File: src/rtl/spi_regfile_pkg.sv
// -----------------------------------------------------------------------------
// spi_regfile_pkg
// Shared types and helpers for the SPI register-file peripheral.
//   spi_state_t : frame FSM states (IDLE, CMD, DATA, WAIT_END)
//   RW_WRITE    : value of the leading R/W bit that marks a write frame
//   frame_len() : total SCLK bits in one frame (R/W + address + data)
//   cnt_width() : bit-counter width able to hold frame_len without wrapping
// -----------------------------------------------------------------------------
package spi_regfile_pkg;

    typedef enum logic [1:0] {
        IDLE     = 2'd0,
        CMD      = 2'd1,
        DATA     = 2'd2,
        WAIT_END = 2'd3
    } spi_state_t;

    localparam logic RW_WRITE = 1'b1;

    function automatic int frame_len(input int addr_w, input int data_w);
        return 1 + addr_w + data_w;
    endfunction

    function automatic int cnt_width(input int flen);
        return $clog2(flen + 1);
    endfunction

endpackage

File: src/rtl/spi_regfile_peripheral_sync.sv
// -----------------------------------------------------------------------------
// spi_sync_edge
// Multi-flop synchroniser for one asynchronous pin, followed by a history flop
// so rising/falling edges of the synchronised level can be detected.
//   clk, rst_n : system clock, async active-low reset
//   d_in       : asynchronous pin
//   sync_out   : synchronised level (STAGES flops after the pin)
//   rise, fall : single-cycle edge flags of sync_out
// On reset every flop loads IDLE_VAL so no phantom edge appears on release.
// -----------------------------------------------------------------------------
module spi_sync_edge
    import spi_regfile_pkg::*;
#(
    parameter int   STAGES   = 2,
    parameter logic IDLE_VAL = 1'b0
) (
    input  logic clk,
    input  logic rst_n,
    input  logic d_in,
    output logic sync_out,
    output logic rise,
    output logic fall
);

    logic [STAGES-1:0] sync_q;
    logic [STAGES-1:0] sync_d;
    logic              hist_q;
    logic              hist_d;

    always_comb begin
        sync_d = {sync_q[STAGES-2:0], d_in};
        hist_d = sync_q[STAGES-1];
    end

    always_ff @(posedge clk or negedge rst_n) begin
        if (!rst_n) begin
            sync_q <= {STAGES{IDLE_VAL}};
            hist_q <= IDLE_VAL;
        end else begin
            sync_q <= sync_d;
            hist_q <= hist_d;
        end
    end

    assign sync_out = sync_q[STAGES-1];
    assign rise     = sync_q[STAGES-1] & ~hist_q;
    assign fall     = ~sync_q[STAGES-1] & hist_q;

endmodule

File: src/rtl/spi_regfile_peripheral.sv
// -----------------------------------------------------------------------------
// spi_regfile_peripheral
// SPI peripheral (mode 0 / mode 2, MSB first) giving a host read/write access
// to NUM_REGS registers of DATA_W bits. Frame: R/W, ADDR_W address, DATA_W data.
//   clk, rst_n : system clock, async active-low reset
//   nCS, SCLK, COPI : asynchronous SPI pins (synchronised internally)
//   CIPO, cipo_oe   : read data out and its enable (0 outside read data phase)
//   regs_out        : flattened bank, register i at [i*DATA_W +: DATA_W]
//   wr_strobe       : one-cycle pulse per register on update
//   frame_err       : one-cycle pulse when a short/overlong frame is dropped
//   dbg_state       : current FSM state for observation
// All outputs are registered.
// -----------------------------------------------------------------------------
module spi_regfile_peripheral
    import spi_regfile_pkg::*;
#(
    parameter int                 NUM_REGS    = 5,
    parameter int                 ADDR_W      = 7,
    parameter int                 DATA_W      = 8,
    parameter int                 SYNC_STAGES = 2,
    parameter logic               CPOL        = 1'b0,
    parameter logic [DATA_W-1:0]  RESET_VAL   = '0
) (
    input  logic                         clk,
    input  logic                         rst_n,
    input  logic                         nCS,
    input  logic                         SCLK,
    input  logic                         COPI,
    output logic                         CIPO,
    output logic                         cipo_oe,
    output logic [NUM_REGS*DATA_W-1:0]   regs_out,
    output logic [NUM_REGS-1:0]          wr_strobe,
    output logic                         frame_err,
    output spi_state_t                   dbg_state
);

    localparam int FRAME_LEN = frame_len(ADDR_W, DATA_W);
    localparam int CNT_W     = cnt_width(FRAME_LEN);

    // ---------------- synchronisers ----------------
    logic sclk_lvl, sclk_rise, sclk_fall;
    logic ncs_lvl, cs_rise, cs_fall;
    logic copi_s, copi_rise, copi_fall;

    spi_sync_edge #(.STAGES(SYNC_STAGES), .IDLE_VAL(CPOL)) u_sync_sclk (
        .clk(clk), .rst_n(rst_n), .d_in(SCLK),
        .sync_out(sclk_lvl), .rise(sclk_rise), .fall(sclk_fall)
    );

    spi_sync_edge #(.STAGES(SYNC_STAGES), .IDLE_VAL(1'b1)) u_sync_ncs (
        .clk(clk), .rst_n(rst_n), .d_in(nCS),
        .sync_out(ncs_lvl), .rise(cs_rise), .fall(cs_fall)
    );

    // COPI only needs the synchronised level; its edge flags are not used.
    spi_sync_edge #(.STAGES(SYNC_STAGES), .IDLE_VAL(1'b0)) u_sync_copi (
        .clk(clk), .rst_n(rst_n), .d_in(COPI),
        .sync_out(copi_s), .rise(copi_rise), .fall(copi_fall)
    );

    logic unused_sync;
    assign unused_sync = sclk_lvl ^ copi_rise ^ copi_fall;

    // Leading edge samples COPI, trailing edge launches CIPO. SCLK edges seen
    // while the synchronised chip select is high are not part of any frame.
    logic lead_edge, trail_edge;
    assign lead_edge  = (CPOL ? sclk_fall : sclk_rise) & ~ncs_lvl;
    assign trail_edge = (CPOL ? sclk_rise : sclk_fall) & ~ncs_lvl;

    // ---------------- state ----------------
    spi_state_t                          state_q, state_d;
    logic [CNT_W-1:0]                    cnt_q, cnt_d;
    logic [FRAME_LEN-1:0]                shift_q, shift_d;
    logic                                rw_q, rw_d;
    logic [ADDR_W-1:0]                   addr_q, addr_d;
    logic                                bad_q, bad_d;
    logic [DATA_W-1:0]                   shadow_q, shadow_d;
    logic                                cipo_q, cipo_d;
    logic                                cipo_oe_q, cipo_oe_d;
    logic [NUM_REGS-1:0][DATA_W-1:0]     regs_q, regs_d;
    logic [NUM_REGS-1:0]                 wr_strobe_q, wr_strobe_d;
    logic                                frame_err_q, frame_err_d;

    logic [FRAME_LEN-1:0]                shift_next;
    logic [DATA_W-1:0]                   rd_word;

    always_comb begin
        state_d     = state_q;
        cnt_d       = cnt_q;
        shift_d     = shift_q;
        rw_d        = rw_q;
        addr_d      = addr_q;
        bad_d       = bad_q;
        shadow_d    = shadow_q;
        cipo_d      = cipo_q;
        cipo_oe_d   = cipo_oe_q;
        regs_d      = regs_q;
        wr_strobe_d = '0;
        frame_err_d = 1'b0;

        shift_next = {shift_q[FRAME_LEN-2:0], copi_s};

        // Register selected by the address being completed this edge; an
        // unimplemented address matches nothing and reads as zero.
        rd_word = '0;
        for (int i = 0; i < NUM_REGS; i++) begin
            if (shift_next[ADDR_W-1:0] == ADDR_W'(i)) begin
                rd_word = regs_q[i];
            end
        end

        if (cs_rise) begin
            // End of frame has priority over any SCLK edge on the same cycle.
            state_d   = IDLE;
            cipo_d    = 1'b0;
            cipo_oe_d = 1'b0;
            case (state_q)
                CMD, DATA: frame_err_d = 1'b1;
                WAIT_END: begin
                    if (bad_q) begin
                        frame_err_d = 1'b1;
                    end else if (rw_q == RW_WRITE) begin
                        for (int i = 0; i < NUM_REGS; i++) begin
                            if (addr_q == ADDR_W'(i)) begin
                                regs_d[i]      = shift_q[DATA_W-1:0];
                                wr_strobe_d[i] = 1'b1;
                            end
                        end
                    end
                end
                default: ;
            endcase
        end else begin
            case (state_q)
                IDLE: begin
                    cnt_d     = '0;
                    shift_d   = '0;
                    bad_d     = 1'b0;
                    shadow_d  = '0;
                    cipo_d    = 1'b0;
                    cipo_oe_d = 1'b0;
                    if (cs_fall) begin
                        state_d = CMD;
                    end
                end
                CMD: begin
                    if (lead_edge) begin
                        shift_d = shift_next;
                        cnt_d   = cnt_q + CNT_W'(1);
                        if (cnt_q == CNT_W'(ADDR_W)) begin
                            rw_d     = shift_next[ADDR_W];
                            addr_d   = shift_next[ADDR_W-1:0];
                            shadow_d = (shift_next[ADDR_W] == RW_WRITE) ? '0 : rd_word;
                            state_d  = DATA;
                        end
                    end
                end
                DATA: begin
                    if (lead_edge) begin
                        shift_d = shift_next;
                        cnt_d   = cnt_q + CNT_W'(1);
                        if (cnt_q == CNT_W'(FRAME_LEN - 1)) begin
                            state_d = WAIT_END;
                        end
                    end else if (trail_edge && (rw_q != RW_WRITE)) begin
                        cipo_d    = shadow_q[DATA_W-1];
                        shadow_d  = shadow_q << 1;
                        cipo_oe_d = 1'b1;
                    end
                end
                WAIT_END: begin
                    // Counter holds at FRAME_LEN; any further bit spoils the frame.
                    if (lead_edge) begin
                        bad_d = 1'b1;
                    end
                end
                default: state_d = IDLE;
            endcase
        end
    end

    always_ff @(posedge clk or negedge rst_n) begin
        if (!rst_n) begin
            state_q     <= IDLE;
            cnt_q       <= '0;
            shift_q     <= '0;
            rw_q        <= 1'b0;
            addr_q      <= '0;
            bad_q       <= 1'b0;
            shadow_q    <= '0;
            cipo_q      <= 1'b0;
            cipo_oe_q   <= 1'b0;
            regs_q      <= {NUM_REGS{RESET_VAL}};
            wr_strobe_q <= '0;
            frame_err_q <= 1'b0;
        end else begin
            state_q     <= state_d;
            cnt_q       <= cnt_d;
            shift_q     <= shift_d;
            rw_q        <= rw_d;
            addr_q      <= addr_d;
            bad_q       <= bad_d;
            shadow_q    <= shadow_d;
            cipo_q      <= cipo_d;
            cipo_oe_q   <= cipo_oe_d;
            regs_q      <= regs_d;
            wr_strobe_q <= wr_strobe_d;
            frame_err_q <= frame_err_d;
        end
    end

    assign CIPO      = cipo_q;
    assign cipo_oe   = cipo_oe_q;
    assign regs_out  = regs_q;
    assign wr_strobe = wr_strobe_q;
    assign frame_err = frame_err_q;
    assign dbg_state = state_q;

endmodule

File: config.mk
export PLATFORM = sky130hd
export DESIGN_NAME = spi_regfile_peripheral
export DESIGN_NICKNAME = d
export VERILOG_FILES = /design/src/rtl/spi_regfile_pkg.sv /design/src/rtl/spi_regfile_peripheral_sync.sv /design/src/rtl/spi_regfile_peripheral.sv
export SDC_FILE = /design/constraint.sdc
export NUM_CORES = 1
export LEC_CHECK = 0
export ABC_AREA = 1
export BUFFER_PORTS_ARGS = -buffer_cell sky130_fd_sc_hd__buf_2
export CORE_MARGIN = 5
export CORE_UTILIZATION = 47
export DETAILED_ROUTE_END_ITERATION = 10
export GPL_TIMING_DRIVEN = 1
export PLACE_DENSITY_LB_ADDON = 0.15
export SLEW_MARGIN = 10
export SYNTH_ARGS = -nofsm -noshare
export SYNTH_HDL_FRONTEND = slang
export SYNTH_SLANG_ARGS = --single-unit
File: constraint.sdc
create_clock -name clk -period 2.85 [get_ports clk]
set_clock_uncertainty 0.1 [all_clocks]
set_input_delay 0.1425 -clock clk [delete_from_list [all_inputs] [get_ports clk]]
set_output_delay 0.1425 -clock clk [all_outputs]
set_load 0.01 [all_outputs]
==> results of run 1 <==
report_power, final:
part / leakage, nW / total, mW / internal [mW] / switching [mW]
Clock: 0.126 / 1.07 / 0.629 / 0.443
Sequential: 1.20 / 1.33 / 1.29 / 0.0384
Combinational: 1.06 / 0.579 / 0.177 / 0.402
Total: 2.39 / 2.98 / 2.10 / 0.883
flip-flops by register name, indices dropped and copies added, names as in the netlist:
| signal | cells |
|---|---|
| u_sync_ncs.sync_q | 2 |
| u_sync_sclk.sync_q | 2 |
| wr_strobe | 5 |
| cipo_oe | 1 |
| u_sync_sclk.hist_q | 1 |
| cnt_q | 5 |
| u_sync_copi.sync_q | 2 |
| frame_err | 1 |
| shift_q | 8 |
| bad_q | 1 |
| CIPO | 1 |
| rw_q | 1 |
| regs_out | 40 |
| u_sync_ncs.hist_q | 1 |
| shadow_q | 8 |
| addr_q | 7 |
| dbg_state | 2 |
metal layers:
layer	track usage, %	part of all wire, %	vias to the layer above
met5	0	0	-
met4	7.46	1.4	0
met3	3.04	4.8	11
met2	31.2	46	88
met1	29.3	48	1590
li1	-	-	1559
critical path, delay by kind of cell, from the launching register on:
family	cells	cell delay (ns)
buffers and inverters	1	0.23
DFF	1	0.37
and+or+nand+nor	10	1.58
logic make-up (layout without fill, tap and decap cells):
family | Yosys count | in the layout
compound gates | 88 | 88
fa+ha+maj | 8 | 8
buf+inv | 49 | 116
flops | 88 | 88
mux | 1 | 1
simple gates | 205 | 205
layout by cell type (no fill, tap or decap):
cell type	netlist	layout
nor3_1	6	6
nand2_1	132	132
nor2_1	16	16
buf_2	6	53
clkinv_2	0	1
ha_1	8	8
nand3b_1	2	2
nand2_2	1	1
a21oi_1	14	14
clkinv_1	5	5
buf_4	0	3
nor3b_4	1	1
o21ai_1	25	25
nor2_4	1	1
dfstp_2	3	3
clkbuf_8	0	11
or2_0	2	2
dlygate4sd3_1	0	4
nor3_2	1	1
o22ai_1	9	9
a22oi_1	1	1
nor4_1	1	1
o21ai_0	37	37
nand3_2	4	4
inv_1	34	34
mux2_2	1	1
nor3_4	1	1
bufinv_16	0	3
nand3_1	31	31
inv_2	1	1
or3_4	1	1
dfrtp_1	85	85
clkinvlp_4	0	1
o211ai_1	1	1
or2_2	5	5
o21a_1	1	1
cell type report:
type | instances | area [um^2]
inverters | 40 | 150
well taps | 105 | 131
clock inverters | 5 | 103
fillers | 767 | 3570
repair buffers | 60 | 328
flip-flops and latches | 88 | 2210
multi-input cells | 302 | 1490
clock buffers | 11 | 151
through the flow:
stage | std cells | utilization, % | power [mW] | hold WS (ns)
floorplan | 439 | - | 1.74 | -0.253
global placement | 591 | 52.4 | 1.91 | 0.135
detailed placement | 591 | 52.4 | 1.93 | 0.144
CTS | 611 | 56.1 | 3.00 | 0.250
global route | 611 | 56.1 | 3.13 | 0.253
finish | 611 | 56.1 | 2.98 | 0.249
path summary, 6_finish.rpt:
kind | startpoint | end | slack [ns] | cells past startpoint
setup / recovery | shift_q[3] | shadow_q[3] | 0.48 | 11
hold / removal | u_sync_sclk.sync_q[0] | u_sync_sclk.sync_q[1] | 0.25 | 0
setup reg to reg | shift_q[3] | shadow_q[3] | 0.48 | 11
hold reg to reg | u_sync_sclk.sync_q[0] | u_sync_sclk.sync_q[1] | 0.25 | 0
max in group asynchronous | rst_n | addr_q[4] | 1.62 | 3
min in group asynchronous | rst_n | dbg_state[1] | 0.28 | 2
timing repair:
item	CTS	global route
gates resized for setup	0	0
hold endpoints to repair	51	0
hold buffers	4	0
setup buffers	0	0
==> results.txt, run 1 <==
Status: finished clean
Main combinational cell family by area after synthesis: simple AND/OR/NAND/NOR gates
Adder-Cell Fraction of Synth Area: 2.57%
CP Capture Type: flip-flop
Routed Antenna Nets: 0
Layout overhead on the synthesized area: 17.3%
Post-synth ARST share: 100%
Antenna violations before repair: 0
# IOs: 55
Count leader, synth: nand2_1
Yosys reg bits: 88
Hold Violations, Final: 0
Pre-CTS setup slack: 0.481 ns
Final setup margin: 0.483 ns
Die ar.: 10,200 um^2
Final Setup Violations: 0
HPWL after detailed placement: 6840 um
Synth top area share: 54.7%
Port Buffers: 54
Final TNS setup: 0 ns
Clock root cell: clkbuf_8
Worst min-delay path class: flip-flop to flip-flop
Post-DP Area: 4270 um^2
Kind of critical path: flip-flop to flip-flop
Core footprint: 8130 um^2
Final period util: 83.1%
Top post-synthesis cells by count: nand2_1, dfrtp_1, o21ai_0
Drt wl/cell: 16.1 um
Die height: 101 um
Post-route cell area: 4560 um^2
Worst-case vdd ir drop: 0.307 mV
Max Freq: 422 MHz
Max Cap Violations: 0
TritonRoute pass-1 iters: 4
Clock Pin Slew Worst Setup and Hold Paths: 0.09 ns
Drt drc: 0
Starting Density: 47.8%
PwrDens: 654 nW/um^2
Pin count of the biggest net entering global routing: 54
Min Tclk post-route: 2.37 ns
Syn_area_per_cell: 8.86 um^2
Least-Margin Pin Slew: 0.719 ns
Unrepaired setup endpoints after global routing: false
Cells after Synth: 439
Crit path arrival time: 2.52 ns
Share of cells above drive strength 1: 18.2%
CTS tree: done
First DRT Iteration DRCs: 185
Worst rel slew slack: 52.0%
Post-synthesis xor/xnor area fraction: 0%
CP max stage delay: 0.37 ns
Leakage: 2.39 nW
H-tree Lvls: 3
Simple-Gate Fraction of Synth Area: 23.7%
Rows: 33
Synthesized cell area: 3890 um^2
Gr ovfl total: 0
Post-synth EDFFs: 0
Worst path slowest cell: dfrtp_1
Diodes inserted: 0
Area leader, netlist: dfrtp_1
Number of global-route vias before repair: 3,092
Cts bufs inserted: 9
Startpoint types: flip-flop
Final wirelength: 9860 um
First-pass GRT wire length: 16,000 um
Chip Width: 101 um
Via density: 5.32
Register area share after synthesis: 56.7%
Detailed-route via count: 3,248
Fin nets: 514
CTS Sinks: 88
CP most frequent cell: nand2_1
Latest clock arrival within the worst-skew pair: 0.35 ns
Worst endpoint required time: 3.01 ns
Global-route usage over all layers: 20.3%
Final Slew Violations: 0
YS warnings: 0
Compound-Gate Fraction of Synth Area: 11.8%
Peak fanout along the critical path: 18
Synth unique cells: 31
Primary FF master, synth: dfrtp_1
Synthesized Nets: 452
Critical Path, Cell by Cell: clkinv_1 > nand2_1 > nor2_4 > nand2_1 > or2_2 > nand2_1 > nand2_1 > nand2_1 > nand2_1 > nand2_1 > nand2_1
Routability cong.: 0.848
Area contributors post-synth: dfrtp_1, nand2_1, o21ai_0
Max Root-Sink Buffers: 2
Mux cell area share after synthesis: 0.290%
No activity file was read; power rests on OpenSTA's default activity.
==> run 2, diff against run 1 <==
Clock period 2.85 ns to 2.45 ns, I/O delays scaled along.
==> run 2 against run 1 <==
Against the previous run:
- first-iteration DRC count shrank 31%
- wire length fell by 2.2%
- cell area increased by 1.0%
- sequential cell count is the same
- critical path depth stayed put
- die area unchanged
- register-to-register slack worse by 0.17 ns
- critical endpoint is now shadow_q[7]
- highest routed layer unchanged
==> results.txt, run 2 (synthesized netlist as in run 1, its figures left out) <==
Status: finished clean
Drt drc: 0
Placed cell count: 598
CTS Sinks: 88
Worst min-delay path class: input pin to asynchronous set/reset pin
Rows: 33
FF-to-FF End: shadow_q[7]
First DRT Iteration DRCs: 128
Gr ovfl total: 0
Reg2reg start: shift_q[1]
R2R cell count: 11
Layout overhead on the synthesized area: 18.5%
Final TNS setup: 0 ns
Hold Violations, Final: 0
Tot Pwr: 3.47 mW
Commonest non-fill, non-tap cell in the layout: nand2_1
Startpoint types: flip-flop
Post-route cell area: 4610 um^2
Pin count of the biggest net entering global routing: 52
Non-Filler Instances: 618
CP Capture Type: flip-flop
HPWL after detailed placement: 6810 um
Clock root cell: clkbuf_8
Min Tclk post-route: 2.14 ns
First-pass GRT wire length: 16,100 um
WHS: 0.232 ns
Routed Antenna Nets: 0
Fin nets: 521
Max Cap Violations: 0
Final period util: 87.3%
Die height: 101 um
Max Root-Sink Buffers: 2
CTS tree: done
Max Freq: 468 MHz
Drt wl/cell: 15.6 um
Global-route usage over all layers: 20.2%
PwrDens: 754 nW/um^2
Via density: 5.20
Commonest non-fill, non-tap cells in the layout: nand2_1, dfrtp_1, buf_2
Detailed-route via count: 3,215
Final setup margin: 0.311 ns
Share of cells above drive strength 1: 18.9%
Diodes inserted: 0
Worst rel slew slack: 56.1%
Flop2flop setup slack: 0.31 ns
Kind of critical path: flip-flop to flip-flop
Max reg flops: 40
Die ar.: 10,200 um^2
Number of global-route vias before repair: 3,119
H-tree Lvls: 3
Pre-CTS setup slack: 0.348 ns
Unrepaired setup endpoints after global routing: false
Antenna violations before repair: 0
Starting Density: 47.8%
Crit path arrival time: 2.29 ns
Chip Width: 101 um
Least-Margin Pin Slew: 0.658 ns
TritonRoute pass-1 iters: 4
Leakage: 2.42 nW
Setup Buffers After CTS: 0
Port Buffers: 54
Final wirelength: 9650 um
CP startpoint: shift_q[1]
Latest clock arrival within the worst-skew pair: 0.35 ns
Layout Utilization: 56.6%
Final Setup Violations: 0
Routability cong.: 0.869
Clock Pin Slew Worst Setup and Hold Paths: 0.09 ns
Final Slew Violations: 0
Post-DP Area: 4330 um^2
Worst-case vdd ir drop: 0.369 mV
Worst endpoint required time: 2.60 ns
Cts bufs inserted: 9
# IOs: 55
Core footprint: 8130 um^2
Peak fanout along the critical path: 14
[run 2: report_power, final]
group / internal [mW] / switching (mW)
registers: 1.50 / 0.0440
logic: 0.236 / 0.491
clock network: 0.681 / 0.519
[run 2: worst max-delay path by stage]
| stage | to | slack (ns) | depth (start not counted) |
|---|---|---|---|
| after floorplan | regs_out[14] | 0.61 | 7 |
| after global placement | shadow_q[7] | 0.34 | 11 |
| after detailed placement | shadow_q[3] | 0.35 | 11 |
| after CTS | shift_q[0] | 0.32 | 8 |
| after global routing | shadow_q[3] | 0.05 | 11 |
| final | shadow_q[7] | 0.31 | 11 |
[run 2: area by class of cell]
type,count,area (um^2)
Sequential cell,88,2210
Clock inverter,5,104
Tap cell,105,131
Timing Repair Buffer,67,393
Multi-Input combinational cell,302,1490
Inverter,40,150
Fill cell,733,3530
Clock buffer,11,131
[run 2: worst max-delay path, cell delays in order, from the launching register on]
cell     delay, ns
dfrtp_1       0.38
inv_1         0.27
nand2_1       0.18
nor2_1        0.15
nand2_1       0.27
or2_2         0.38
nand2_1       0.08
nand2_1       0.05
nand2_1       0.05
nand2_1       0.04
nand2_1       0.05
nand2_1       0.04
[run 2: repair_timing]
action                                 4_1_cts  5_1_grt
resized for setup                            0        0
hold buffers                                 4        0
endpoints found under the hold margin       50        0
[run 2: layer usage]
layer | vias up | wire (um) | track usage [%]
met5 | - | 0 | 0
met4 | 0 | 134 | 7.46
met3 | 13 | 528 | 3.67
met2 | 100 | 4310 | 30.1
met1 | 1527 | 4670 | 29.4
li1 | 1575 | - | -
